==> src/rtl/clint_ctrl_pkg.sv <==
// ----------------------------------------------------------------------------
// clint_ctrl_pkg
// Shared definitions for the core-local interrupt/trap controller:
//   - machine-mode CSR addresses touched by the trap sequencer
//   - SYSTEM instruction encodings decoded in id
//   - default mcause values
//   - sequencer state encoding
//   - mstatus rewrite helpers for trap entry and mret
// ----------------------------------------------------------------------------
package clint_ctrl_pkg;

  localparam logic [11:0] CSR_MSTATUS = 12'h300;
  localparam logic [11:0] CSR_MTVEC   = 12'h305;
  localparam logic [11:0] CSR_MEPC    = 12'h341;
  localparam logic [11:0] CSR_MCAUSE  = 12'h342;

  localparam logic [31:0] INST_ECALL  = 32'h0000_0073;
  localparam logic [31:0] INST_EBREAK = 32'h0010_0073;
  localparam logic [31:0] INST_MRET   = 32'h3020_0073;

  localparam logic [31:0] DEF_CAUSE_ECALL  = 32'h0000_000B;
  localparam logic [31:0] DEF_CAUSE_EBREAK = 32'h0000_0003;
  localparam logic [31:0] DEF_CAUSE_INT    = 32'h8000_0007;

  localparam int unsigned MSTATUS_MIE  = 3;
  localparam int unsigned MSTATUS_MPIE = 7;

  typedef enum logic [2:0] {
    S_IDLE         = 3'd0,
    S_W_MEPC       = 3'd1,
    S_W_MSTATUS    = 3'd2,
    S_W_MCAUSE     = 3'd3,
    S_MRET_MSTATUS = 3'd4,
    S_ASSERT       = 3'd5
  } state_e;

  // Trap entry: remember the interrupt enable in MPIE, then disable interrupts.
  function automatic logic [31:0] mstatus_on_trap(input logic [31:0] mstatus);
    logic [31:0] r;
    r               = mstatus;
    r[MSTATUS_MPIE] = mstatus[MSTATUS_MIE];
    r[MSTATUS_MIE]  = 1'b0;
    return r;
  endfunction

  // mret: restore MIE from MPIE, and MPIE is set back to 1.
  function automatic logic [31:0] mstatus_on_mret(input logic [31:0] mstatus);
    logic [31:0] r;
    r               = mstatus;
    r[MSTATUS_MIE]  = mstatus[MSTATUS_MPIE];
    r[MSTATUS_MPIE] = 1'b1;
    return r;
  endfunction

endpackage

==> src/rtl/clint_ctrl.sv <==
// ----------------------------------------------------------------------------
// clint_ctrl
// Sequences machine-mode CSR updates on trap entry (ecall, ebreak, interrupt)
// and trap return (mret), stalling the pipeline while it runs and finishing
// with a one-cycle redirect to mtvec or mepc.
//
// Ports:
//   clk, rst_n         clock, synchronous active-low reset
//   inst_i             instruction in id
//   inst_addr_i        PC of the instruction in id
//   int_flag_i         pending external interrupt lines (nonzero = request)
//   jump_flag_i        ex is redirecting this cycle
//   jump_addr_i        ex redirect target
//   ex_csr_we_i        ex is writing the CSR file this cycle (has priority)
//   csr_mtvec_i        current mtvec
//   csr_mepc_i         current mepc
//   csr_mstatus_i      current mstatus
//   global_int_en_i    mstatus.MIE
//   hold_o             pipeline stall request
//   we_o               CSR write enable on the clint write port
//   waddr_o            CSR write address (12-bit, zero-extended)
//   wdata_o            CSR write data
//   int_assert_o       one-cycle redirect pulse
//   int_addr_o         redirect target
// ----------------------------------------------------------------------------
module clint_ctrl
  import clint_ctrl_pkg::*;
#(
  parameter logic [31:0] CAUSE_ECALL  = DEF_CAUSE_ECALL,
  parameter logic [31:0] CAUSE_EBREAK = DEF_CAUSE_EBREAK,
  parameter logic [31:0] CAUSE_INT    = DEF_CAUSE_INT
) (
  input  logic        clk,
  input  logic        rst_n,
  input  logic [31:0] inst_i,
  input  logic [31:0] inst_addr_i,
  input  logic [7:0]  int_flag_i,
  input  logic        jump_flag_i,
  input  logic [31:0] jump_addr_i,
  input  logic        ex_csr_we_i,
  input  logic [31:0] csr_mtvec_i,
  input  logic [31:0] csr_mepc_i,
  input  logic [31:0] csr_mstatus_i,
  input  logic        global_int_en_i,
  output logic        hold_o,
  output logic        we_o,
  output logic [31:0] waddr_o,
  output logic [31:0] wdata_o,
  output logic        int_assert_o,
  output logic [31:0] int_addr_o
);

  state_e      state_q, state_d;
  logic [31:0] epc_q, epc_d;
  logic [31:0] cause_q, cause_d;
  logic [31:0] target_q, target_d;
  logic        we_q, we_d;
  logic [11:0] waddr_q, waddr_d;
  logic [31:0] wdata_q, wdata_d;
  logic        int_assert_q, int_assert_d;
  logic [31:0] int_addr_q, int_addr_d;
  logic        accept;
  logic        int_ok;

  assign int_ok = (int_flag_i != 8'd0) && global_int_en_i;

  always_comb begin
    // NOTE: every signal assigned here gets a default first so no path can
    // leave it unassigned and infer a latch.
    state_d  = state_q;
    epc_d    = epc_q;
    cause_d  = cause_q;
    target_d = target_q;
    accept   = 1'b0;

    case (state_q)
      S_IDLE: begin
        // Priority: ecall > ebreak > mret > interrupt.
        if (inst_i == INST_ECALL) begin
          accept   = 1'b1;
          state_d  = S_W_MEPC;
          epc_d    = inst_addr_i;
          cause_d  = CAUSE_ECALL;
          target_d = csr_mtvec_i;
        end else if (inst_i == INST_EBREAK) begin
          accept   = 1'b1;
          state_d  = S_W_MEPC;
          epc_d    = inst_addr_i;
          cause_d  = CAUSE_EBREAK;
          target_d = csr_mtvec_i;
        end else if (inst_i == INST_MRET) begin
          accept   = 1'b1;
          state_d  = S_MRET_MSTATUS;
          target_d = csr_mepc_i;
        end else if (int_ok) begin
          // A taken branch in ex means id holds a squashed instruction; the
          // interrupt must resume at the branch target instead.
          accept   = 1'b1;
          state_d  = S_W_MEPC;
          epc_d    = jump_flag_i ? jump_addr_i : inst_addr_i;
          cause_d  = CAUSE_INT;
          target_d = csr_mtvec_i;
        end
      end
      // The CSR file lets ex win a same-cycle write, so a write state only
      // advances once its write goes out without a collision.
      S_W_MEPC:       if (!ex_csr_we_i) state_d = S_W_MSTATUS;
      S_W_MSTATUS:    if (!ex_csr_we_i) state_d = S_W_MCAUSE;
      S_W_MCAUSE:     if (!ex_csr_we_i) state_d = S_ASSERT;
      S_MRET_MSTATUS: if (!ex_csr_we_i) state_d = S_ASSERT;
      S_ASSERT:       state_d = S_IDLE;
      default:        state_d = S_IDLE;
    endcase

    // Outputs are registered: compute what the next state must present.
    we_d         = 1'b0;
    waddr_d      = 12'h000;
    wdata_d      = 32'h0;
    int_assert_d = 1'b0;
    int_addr_d   = 32'h0;
    case (state_d)
      S_W_MEPC: begin
        we_d    = 1'b1;
        waddr_d = CSR_MEPC;
        wdata_d = epc_d;
      end
      S_W_MSTATUS: begin
        we_d    = 1'b1;
        waddr_d = CSR_MSTATUS;
        wdata_d = mstatus_on_trap(csr_mstatus_i);
      end
      S_W_MCAUSE: begin
        we_d    = 1'b1;
        waddr_d = CSR_MCAUSE;
        wdata_d = cause_d;
      end
      S_MRET_MSTATUS: begin
        we_d    = 1'b1;
        waddr_d = CSR_MSTATUS;
        wdata_d = mstatus_on_mret(csr_mstatus_i);
      end
      S_ASSERT: begin
        int_assert_d = 1'b1;
        int_addr_d   = target_d;
      end
      default: ;
    endcase
  end

  always_ff @(posedge clk) begin
    // NOTE: state is updated with non-blocking assignments so every register
    // samples the pre-edge values, independent of statement order.
    if (!rst_n) begin
      state_q      <= S_IDLE;
      epc_q        <= 32'h0;
      cause_q      <= 32'h0;
      target_q     <= 32'h0;
      we_q         <= 1'b0;
      waddr_q      <= 12'h000;
      wdata_q      <= 32'h0;
      int_assert_q <= 1'b0;
      int_addr_q   <= 32'h0;
    end else begin
      state_q      <= state_d;
      epc_q        <= epc_d;
      cause_q      <= cause_d;
      target_q     <= target_d;
      we_q         <= we_d;
      waddr_q      <= waddr_d;
      wdata_q      <= wdata_d;
      int_assert_q <= int_assert_d;
      int_addr_q   <= int_addr_d;
    end
  end

  // Stall in the acceptance cycle already, so id does not advance past the
  // trapping instruction; released while reset is held.
  assign hold_o = rst_n && ((state_q != S_IDLE) || accept);

  // A write that collides with ex would be lost; suppress it in that cycle.
  assign we_o         = we_q && !ex_csr_we_i;
  assign waddr_o      = {20'h0, waddr_q};
  assign wdata_o      = wdata_q;
  assign int_assert_o = int_assert_q;
  assign int_addr_o   = int_addr_q;

endmodule

==> config.mk <==
export PLATFORM = sky130hd
export DESIGN_NAME = clint_ctrl
export DESIGN_NICKNAME = d
export VERILOG_FILES = /design/src/rtl/clint_ctrl_pkg.sv /design/src/rtl/clint_ctrl.sv
export SDC_FILE = /design/constraint.sdc
export NUM_CORES = 1
export LEC_CHECK = 0
export CAP_MARGIN = 15
export CORE_UTILIZATION = 38
export DETAILED_ROUTE_END_ITERATION = 10
export GPL_ROUTABILITY_DRIVEN = 1
export PLACE_DENSITY = 0.77
export SYNTH_ARGS = -nofsm -noshare
export SYNTH_HDL_FRONTEND = slang
export SYNTH_SLANG_ARGS = --single-unit
==> constraint.sdc <==
create_clock -name clk -period 2.7 [get_ports clk]
set_clock_uncertainty 0.15 [all_clocks]
set_input_delay 0.405 -clock clk [delete_from_list [all_inputs] [get_ports clk]]
set_output_delay 0.405 -clock clk [all_outputs]
set_load 0.01 [all_outputs]
# [Yosys cells after proc, flatten, opt, wreduce, memory -nomap -nowiden]
# Cells that the tools add are included.
[classes] mux=33 bitwise=0 eq_ne=12 magnitude_cmp=0 div_mod_pow=0 n_reduce_logical=12 multipliers=0 n_addsub=0 n_shift=0
[op_table] operator="$mux 32" n=16
[op_table] operator="$pmux 32 s4" n=1
[op_table] operator="$eq 32x21->1 const B" n=1
[op_table] operator="$eq 32x30->1 const B" n=1
[op_table] operator="$eq 32x7->1 const B" n=1
[op_table] operator="$pmux 10 s3" n=1
[op_table] operator="$mux 3" n=7
[op_table] operator="$eq 3x2->1 const B" n=4
[op_table] operator="$pmux 3 s4" n=1
[op_table] operator="$eq 3x3->1 const B" n=3
[op_table] operator="$reduce_bool 8->1" n=1
[op_table] operator="$mux 1" n=7
[op_table] operator="$eq 3x1->1 const B" n=2
[op_table] operator="$reduce_or 2->1" n=2
[op_table] operator="$reduce_or 4->1" n=1
[op_table] operator="$logic_and 1x1->1" n=3
[op_table] operator="$logic_not 3->1" n=1
[op_table] operator="$reduce_bool 3->1" n=1
[op_table] operator="$reduce_and 2->1" n=1
[op_table] operator="$logic_not 1->1" n=1
[op_table] operator="$logic_or 1x1->1" n=1
[word_totals] mem_bits_rw=0 output_inout_bits=99 word_cells=66 input_bits=205 rom_bits=0 ff_bits=177 latch_bits=0 mem_count=0

# [Longest topological paths before layout]
# Gate-level depths: netlist (run 1).
[logic_depth] ltp_word=10 mapped_depth=10 ltp_nobuf=6

# [Least setup slack after synthesis (run 1)]
# Ideal clock, no wire load.
[synth_timing] kind="input to register" from="input port inst_i[19]" to="register int_addr_q[10], in the netlist int_addr_o[10]" required_ns=2.428 setup_slack_ns=0.108 path_buffers=1 t_arrival_ns=2.320 cell_stages=7 path_cell_list="or4_4 > or3_4 > o31ai_1 > nand2b_1 > buf_2 > a221oi_2 > nor2_1"
[synth_via] elab_chain_cells=7 word_cells_on_any_way=13 cone_classes="eq/ne (4); mux (8); reduce/logical (1)"
[synth_rtl] item="start: declaration" line_no="clint_ctrl.sv:35" text="input logic [31:0] inst_i,"
[synth_rtl] item="$eq 32x30->1" line_no="clint_ctrl.sv:91" text="end else if (inst_i == INST_MRET) begin"
[synth_rtl] item="$mux 3" line_no="clint_ctrl.sv:91"
[synth_rtl] item="$mux 3" line_no="clint_ctrl.sv:85" text="end else if (inst_i == INST_EBREAK) begin"
[synth_rtl] item="$mux 3" line_no="clint_ctrl.sv:79" text="if (inst_i == INST_ECALL) begin"
[synth_rtl] item="$pmux 3 s4" line_no="clint_ctrl.sv:76" text="case (state_q)"
[synth_rtl] item="$eq 3x3->1" line_no="clint_ctrl.sv:121" text="case (state_d)"
[synth_rtl] item="$reduce_and 2->1 (no line)"
[synth_rtl] item="end signal: assignment" line_no="clint_ctrl.sv:172" text="int_addr_q <= int_addr_d;"
[synth_rtl] item="end: declaration" line_no="clint_ctrl.sv:61" text="logic [31:0] int_addr_q, int_addr_d;"
# Parallel ways exist; a longest one is shown, timed or not.
# A chain may end at the register's enable or synchronous reset.

# [Final worst setup path (run 1)]
[layout_timing] from="input port inst_i[24]" to="output port hold_o"
[layout_via] elab_chain_cells=7 word_cells_on_any_way=9 cone_classes="eq/ne (3); mux (4); reduce/logical (2)"
[layout_rtl] item="$eq 32x30->1" line_no="clint_ctrl.sv:91"
[layout_rtl] item="$mux 1" line_no="clint_ctrl.sv:91"
[layout_rtl] item="$mux 1" line_no="clint_ctrl.sv:85"
[layout_rtl] item="$mux 1 (*)" line_no="clint_ctrl.sv:79"
[layout_rtl] item="$mux 1 (*)" line_no="clint_ctrl.sv:76"
[layout_rtl] item="$logic_or 1x1->1 (*)" line_no="clint_ctrl.sv:178" text="assign hold_o = rst_n && ((state_q != S_IDLE) || accept);"
[layout_rtl] item="$logic_and 1x1->1 (*)" line_no="clint_ctrl.sv:178"
[layout_rtl] item="end: declaration" line_no="clint_ctrl.sv:45" text="output logic hold_o,"
# Every way passes the cells marked *; elsewhere a longest branch is shown, timed or not.

==> run summary, run 1 <==
Core area - 0.0173 mm²
Drt pass-1 iters - 5
Worst-path fanout max - 2
Crit. End Element - output port
Die height - 135 µm
Buffers & Inverters on Critical Path - 2
CP Launch Point - inst_i[24]
Largest net degree at the start of global routing - 43
Maximum VDD drop - 0.454 mV
Setup ws final - 0.0909 ns
Seq/Total Area, Yosys - 50.1%
Drt via density - 5.11
M1 GR Usage - 27.3%
Global Route Usage Sum - 22.5%
Final core occ - 61.2%
Ys Warns - 0
Worst Path Required - 2.14 ns
Pwr dens - 572 mW/mm²
P&R area growth vs syn - 56.9%
Gp weighted congestion - 0.791
Slowest stage delay, CP - 0.51 ns
Sinks on Clock Net - 169
Seq cells post-synth - 169
Min-delay src - epc_q[5]$_SDFF_PN0_
Busiest grt layer - met2
Starting Density - 39.0%
First-pass GRT wire length - 31800 µm
DRC - 0
Port bufs - 276
Dpl ws - -0.631 ns
Synth Area per Inst - 9.29 µm²
Max cap viols - 0
Via count - 6422
Clock root buffer - clkbuf_16
CP Cell Sequence - clkdlybuf4s15_1 -> or4_4 -> or3_4 -> o31ai_4 -> nor2_1 -> nor2_1 -> buf_2
Count of cell types in the netlist - 56
Drt initial violations - 445
Worst reg2reg startpoint - state_q[1]$_SDFF_PN0_
Number of global-route vias before repair - 6261
Post-synth ARST share - 0%
Final instance area - 0.0106 mm²
Number of CTS-inserted buffers - 17
Most frequent CP cell - nor2_1
TritonCTS clock tree - yes
Hold Vio Cnt, Final - 0
Tmin final - 2.61 ns
Post-route ant nets - 0
Share of cells above drive strength 1 - 13.5%
Die area - 0.0183 mm²
I/O pin cnt - 304
Met2 global-route usage - 38.5%
Fin Hold WS - 0.306 ns
Layout net count - 1224
Worst Setup Start Kind - input pin
Crit path arrival time - 2.05 ns
Synth Instances - 726
Clk pin slew, worst setup/hold paths - 0.06 ns
Overall routed net length - 20400 µm
Ys flop type - dfxtp_1
Total grt overflow - 0
CTS max path bufs - 2
Mapped cell area - 0.00675 mm²
Max Clk Rate - 383 MHz
Hold Path Class - reg -> reg
Cell area after placement - 0.0100 mm²
RSZ-0062 raised after global routing - no
Hpwl dp - 14800 µm
GR Util met3 - 4.56%
CP max-delay cell - or4_4
Site Rows - 48
Finish-stage setup viols - 0
Max-slew violations - 0
Later-pin clock latency in the skew report - 0.42 ns
Critical path class - in -> out
Wire per inst - 16.2 µm
Post-synth EDFFs - 0
CTS H-tree lvls - 4
Crit path max-delay family - simple AND/OR/NAND/NOR gates
Outcome - completed
Tcrit/Tclk final - 96.6%
Leakage - 4.17 nW
Initial antenna violation count - 0
Antenna Cells - 0
Horiz. Die Dim - 135 µm
path summary, 6_finish.rpt:
kind / end / slack, ns / depth (start not counted)
worst max-delay path: hold_o / 0.09 / 7
worst min-delay path: epc_q[5]$_SDFF_PN0_ / 0.31 / 2
worst max register to register: wdata_o[27]$_SDFF_PN0_ / 0.21 / 7
worst min register to register: epc_q[5]$_SDFF_PN0_ / 0.31 / 2
where the power goes:
| group | leakage [nW] | switching, W | internal [W] | total [W] |
|---|---|---|---|---|
| combinational | 2.54 | 0.000535 | 0.000652 | 0.00119 |
| sequential | 1.38 | 0.0000544 | 0.00263 | 0.00268 |
| clock | 0.250 | 0.00100 | 0.00118 | 0.00219 |
worst reg2reg max path, cell delays in order (launching register included):
cell     delay (ns)
dfxtp_1        0.31
or3_1          0.55
nor2b_1        0.30
nand3_1        0.16
o21a_2         0.18
buf_12         0.18
or3_1          0.44
a21oi_1        0.16
registers in the layout (all words and copies together), names as in the netlist, 3 cells and up:
register and cells:
cause_q 32, epc_q 32, int_addr_o 32, state_q 3
target_q 32, waddr_q 4, wdata_o 32
Yosys cell counts, drive strengths merged, types with 3 or more instances:
| cell type | count | share of area (%) |
|---|---|---|
| a21oi | 95 | 7.0 |
| a221oi | 28 | 6.0 |
| a222oi | 30 | 4.5 |
| a22oi | 3 | 0.54 |
| a31oi | 10 | 0.93 |
| and2 | 29 | 2.7 |
| and3 | 27 | 2.5 |
| buf | 51 | 5.1 |
| clkbuf | 32 | 1.8 |
| dfxtp | 169 | 50 |
| inv | 6 | 0.33 |
| nand2 | 50 | 2.8 |
| nand2b | 4 | 0.37 |
| nor2 | 103 | 5.7 |
| nor2b | 4 | 0.37 |
| nor3 | 10 | 0.98 |
| nor4 | 5 | 0.69 |
| o21ai | 4 | 0.35 |
| or3 | 33 | 3.1 |
| or4 | 5 | 0.67 |
timing repair:
action | 4_1_cts | 5_1_grt
setup endpoints to repair | 106 | 92
setup buffers | 1 | 1
pin swaps | 9 | 10
hold buffers | 0 | 0
resized for setup | 19 | 14
metrics by stage:
| step | setup TNS, ns | cells | power [W] |
|---|---|---|---|
| global placement | -68.88 | 1223 | 0.00390 |
| detailed placement | -73.61 | 1223 | 0.00392 |
| floorplan | 0 | 752 | 0.00330 |
| CTS | 0 | 1256 | 0.00611 |
| global route | 0 | 1257 | 0.00632 |
| finish | 0 | 1257 | 0.00606 |
layout by cell type, fill, tap and decap left out, types with 4 or more instances in the layout:
cell type	Yosys	final
a21oi_1	95	95
a221oi_2	26	26
a222oi_1	30	30
a31oi_1	10	9
and2_1	29	29
and3_1	27	27
buf_12	0	12
buf_4	33	42
clkbuf_16	0	17
clkdlybuf4s15_1	0	5
clkdlybuf4s50_1	0	261
clkinvlp_4	0	4
conb_1	1	27
dfxtp_1	169	169
dlymetal6s2s_1	0	4
inv_1	4	4
nand2_1	49	49
nor2_1	103	103
nor2b_1	4	4
nor3_1	8	6
nor4_1	4	4
or3_1	32	32
routing by layer:
layer / vias up / share of wire [%]
met1: 3002 / 41
met4: 0 / 3.1
met5: - / 0
li1: 3150 / -
met3: 37 / 5.6
met2: 233 / 51
area by class of cell:
cell class                 count  area [µm²]
fill                        1510        6710
sequential                   169        3380
timing repair buffer         331        3320
multi-input combinational    493        3040
clock buffer                  19         433
tap                          225         282
clock inverter                13        97.6
inverter                       7        26.3
cells by family after synthesis:
group / Yosys count / synth area share (%)
AOI/OAI and AO/OA: 183 / 21.0
muxes: 2 / 0.297
other: 1 / 0.0556
buffers and inverters: 90 / 7.27
DFF: 169 / 50.1
xor gates and xnor gates: 1 / 0.130
and+or+nand+nor: 280 / 21.1
Note: power is estimated with default switching activity, not from simulation.
==> inputs of run 2 (changes only) <==
SKIP_CTS_REPAIR_TIMING = 1   (was default)
==> run 2 against run 1 <==
Utilization is 0.41 points higher. Worst setup slack improved by 0.022 ns. Count of clock-buffer cells in the layout stayed put. Highest routed layer unchanged. Die area did not move. Total power about the same. Maximum frequency rose by 0.84%.
==> run summary, run 2 (synthesized netlist as in run 1, its figures left out) <==
Outcome - completed
Final instance area - 0.0107 mm² (+0.66%)
Starting Density - 39.0% (unchanged)
Crit. End Element - output port
Worst Path Required - 2.14 ns (about the same)
Dpl ws - -0.631 ns (unchanged)
Most common cell after layout, fill and taps aside - clkdlybuf4s50_1
Max cap viols - 0 (unchanged)
Overall routed net length - 20500 µm (+0.27%)
Pwr dens - 569 mW/mm² (-0.56%)
Die height - 135 µm (unchanged)
Horiz. Die Dim - 135 µm (unchanged)
Port bufs - 276 (unchanged)
Hpwl dp - 14800 µm (unchanged)
First-pass GRT wire length - 31700 µm (-0.32%)
Finish-stage setup viols - 0 (unchanged)
DRC - 0 (unchanged)
Worst R2R End - wdata_o[27]$_SDFF_PN0_
Gp weighted congestion - 0.791 (unchanged)
Later-pin clock latency in the skew report - 0.42 ns (about the same)
Max Clk Rate - 386 MHz (+0.84%)
FF-to-FF path depth - 7 (unchanged)
Critical path class - in -> out
Most frequent cells in the layout - 260 x clkdlybuf4s50_1, 169 x dfxtp_1, 103 x nor2_1, 95 x a21oi_1, 49 x nand2_1
Crit path arrival time - 2.03 ns (-0.02 ns)
Drt pass-1 iters - 8 (+3)
Worst reg2reg startpoint - state_q[1]$_SDFF_PN0_
Layout net count - 1225 (+0.082%)
Via count - 6442 (+0.31%)
Cell area after placement - 0.0100 mm² (unchanged)
Crit path to - hold_o
Worst R2R Setup Slack - 0.21 ns (about the same)
I/O pin cnt - 304 (unchanged)
Setup ws final - 0.113 ns (+0.0217 ns)
Number of global-route vias before repair - 6230 (-0.50%)
Worst-path fanout max - 2 (unchanged)
Power Total - 0.00606 W (about the same)
Hold Path Class - reg -> reg
Sinks on Clock Net - 169 (unchanged)
Total grt overflow - 0 (unchanged)
Die area - 0.0183 mm² (unchanged)
TritonCTS clock tree - yes
CP Launch Point - inst_i[6]
Worst Setup Start Kind - input pin
Share of cells above drive strength 1 - 13.6% (+0.084 points)
Core area - 0.0173 mm² (unchanged)
Tcrit/Tclk final - 95.8% (-0.80 points)
Antenna Cells - 0 (unchanged)
Site Rows - 48 (unchanged)
Wire per inst - 16.3 µm (+0.19%)
Hold Vio Cnt, Final - 0 (unchanged)
Clock root buffer - clkbuf_16
Largest net degree at the start of global routing - 43 (unchanged)
Drt via density - 5.12 (+0.23%)
Initial antenna violation count - 0 (unchanged)
Leakage - 4.28 nW (+2.6%)
Drt initial violations - 409 (-8.1%)
CTS max path bufs - 2 (unchanged)
Tmin final - 2.59 ns (-0.0217 ns)
Maximum VDD drop - 0.454 mV (about the same)
Max-slew violations - 0 (unchanged)
Number of CTS-inserted buffers - 17 (unchanged)
P&R area growth vs syn - 57.9%
Global Route Usage Sum - 22.4% (-0.081 points)
Clk pin slew, worst setup/hold paths - 0.06 ns (about the same)
CTS H-tree lvls - 4 (unchanged)
Post-route ant nets - 0 (unchanged)
-- run 2: worst min-delay path by stage --
stage / startpoint / end / slack (ns) / cells past startpoint
after floorplan: epc_q[31]$_SDFF_PN0_ / epc_q[31]$_SDFF_PN0_ / 0.29 / 2
after global placement: epc_q[25]$_SDFF_PN0_ / epc_q[25]$_SDFF_PN0_ / 0.29 / 2
after detailed placement: epc_q[0]$_SDFF_PN0_ / epc_q[0]$_SDFF_PN0_ / 0.30 / 2
after CTS: epc_q[0]$_SDFF_PN0_ / epc_q[0]$_SDFF_PN0_ / 0.30 / 2
after global routing: epc_q[8]$_SDFF_PN0_ / epc_q[8]$_SDFF_PN0_ / 0.32 / 2
final: epc_q[29]$_SDFF_PN0_ / epc_q[29]$_SDFF_PN0_ / 0.31 / 2
-- run 2: layer usage --
layer | vias to the layer above | track usage [%] | share of wire [%]
met1 | 3030 | 27.4 | 41
met4 | 0 | 9.49 | 3.1
met3 | 37 | 4.56 | 5.4
met5 | - | 0 | 0
li1 | 3149 | - | -
met2 | 226 | 38.2 | 51
-- run 2: final cells by class --
type	count	area, µm²
Fill cell	1496	6640
Inverter	7	26.3
Clock buffer	19	433
Clock inverter	13	97.6
Sequential cell	169	3380
Tap cell	225	282
Multi-Input combinational cell	493	3060
Timing Repair Buffer	332	3370
-- run 2: power by group --
part           internal [W]  total (W)  switching, W
sequential          0.00263    0.00268     0.0000543
combinational      0.000655    0.00119      0.000537
clock               0.00118    0.00219       0.00100
-- run 2: critical path: stages --
cell and delay [ns]:
clkdlybuf4s50_1 0.45, nor4bb_4 0.18, buf_4 0.16, nand4_1 0.20, o31ai_4 0.31, nor2_1 0.07, nor2_1 0.10, buf_2 0.14
-- run 2: stage by stage --
stage / util (%) / hold slack, ns / instances / setup TNS (ns)
after floorplan: - / 0.286 / 752 / 0
after global placement: 57.9 / 0.291 / 1223 / -68.88
after detailed placement: 57.9 / 0.296 / 1223 / -73.61
after CTS: 61.0 / 0.305 / 1255 / -4.56
after global routing: 61.6 / 0.324 / 1258 / -0.127
final: 61.6 / 0.306 / 1258 / 0
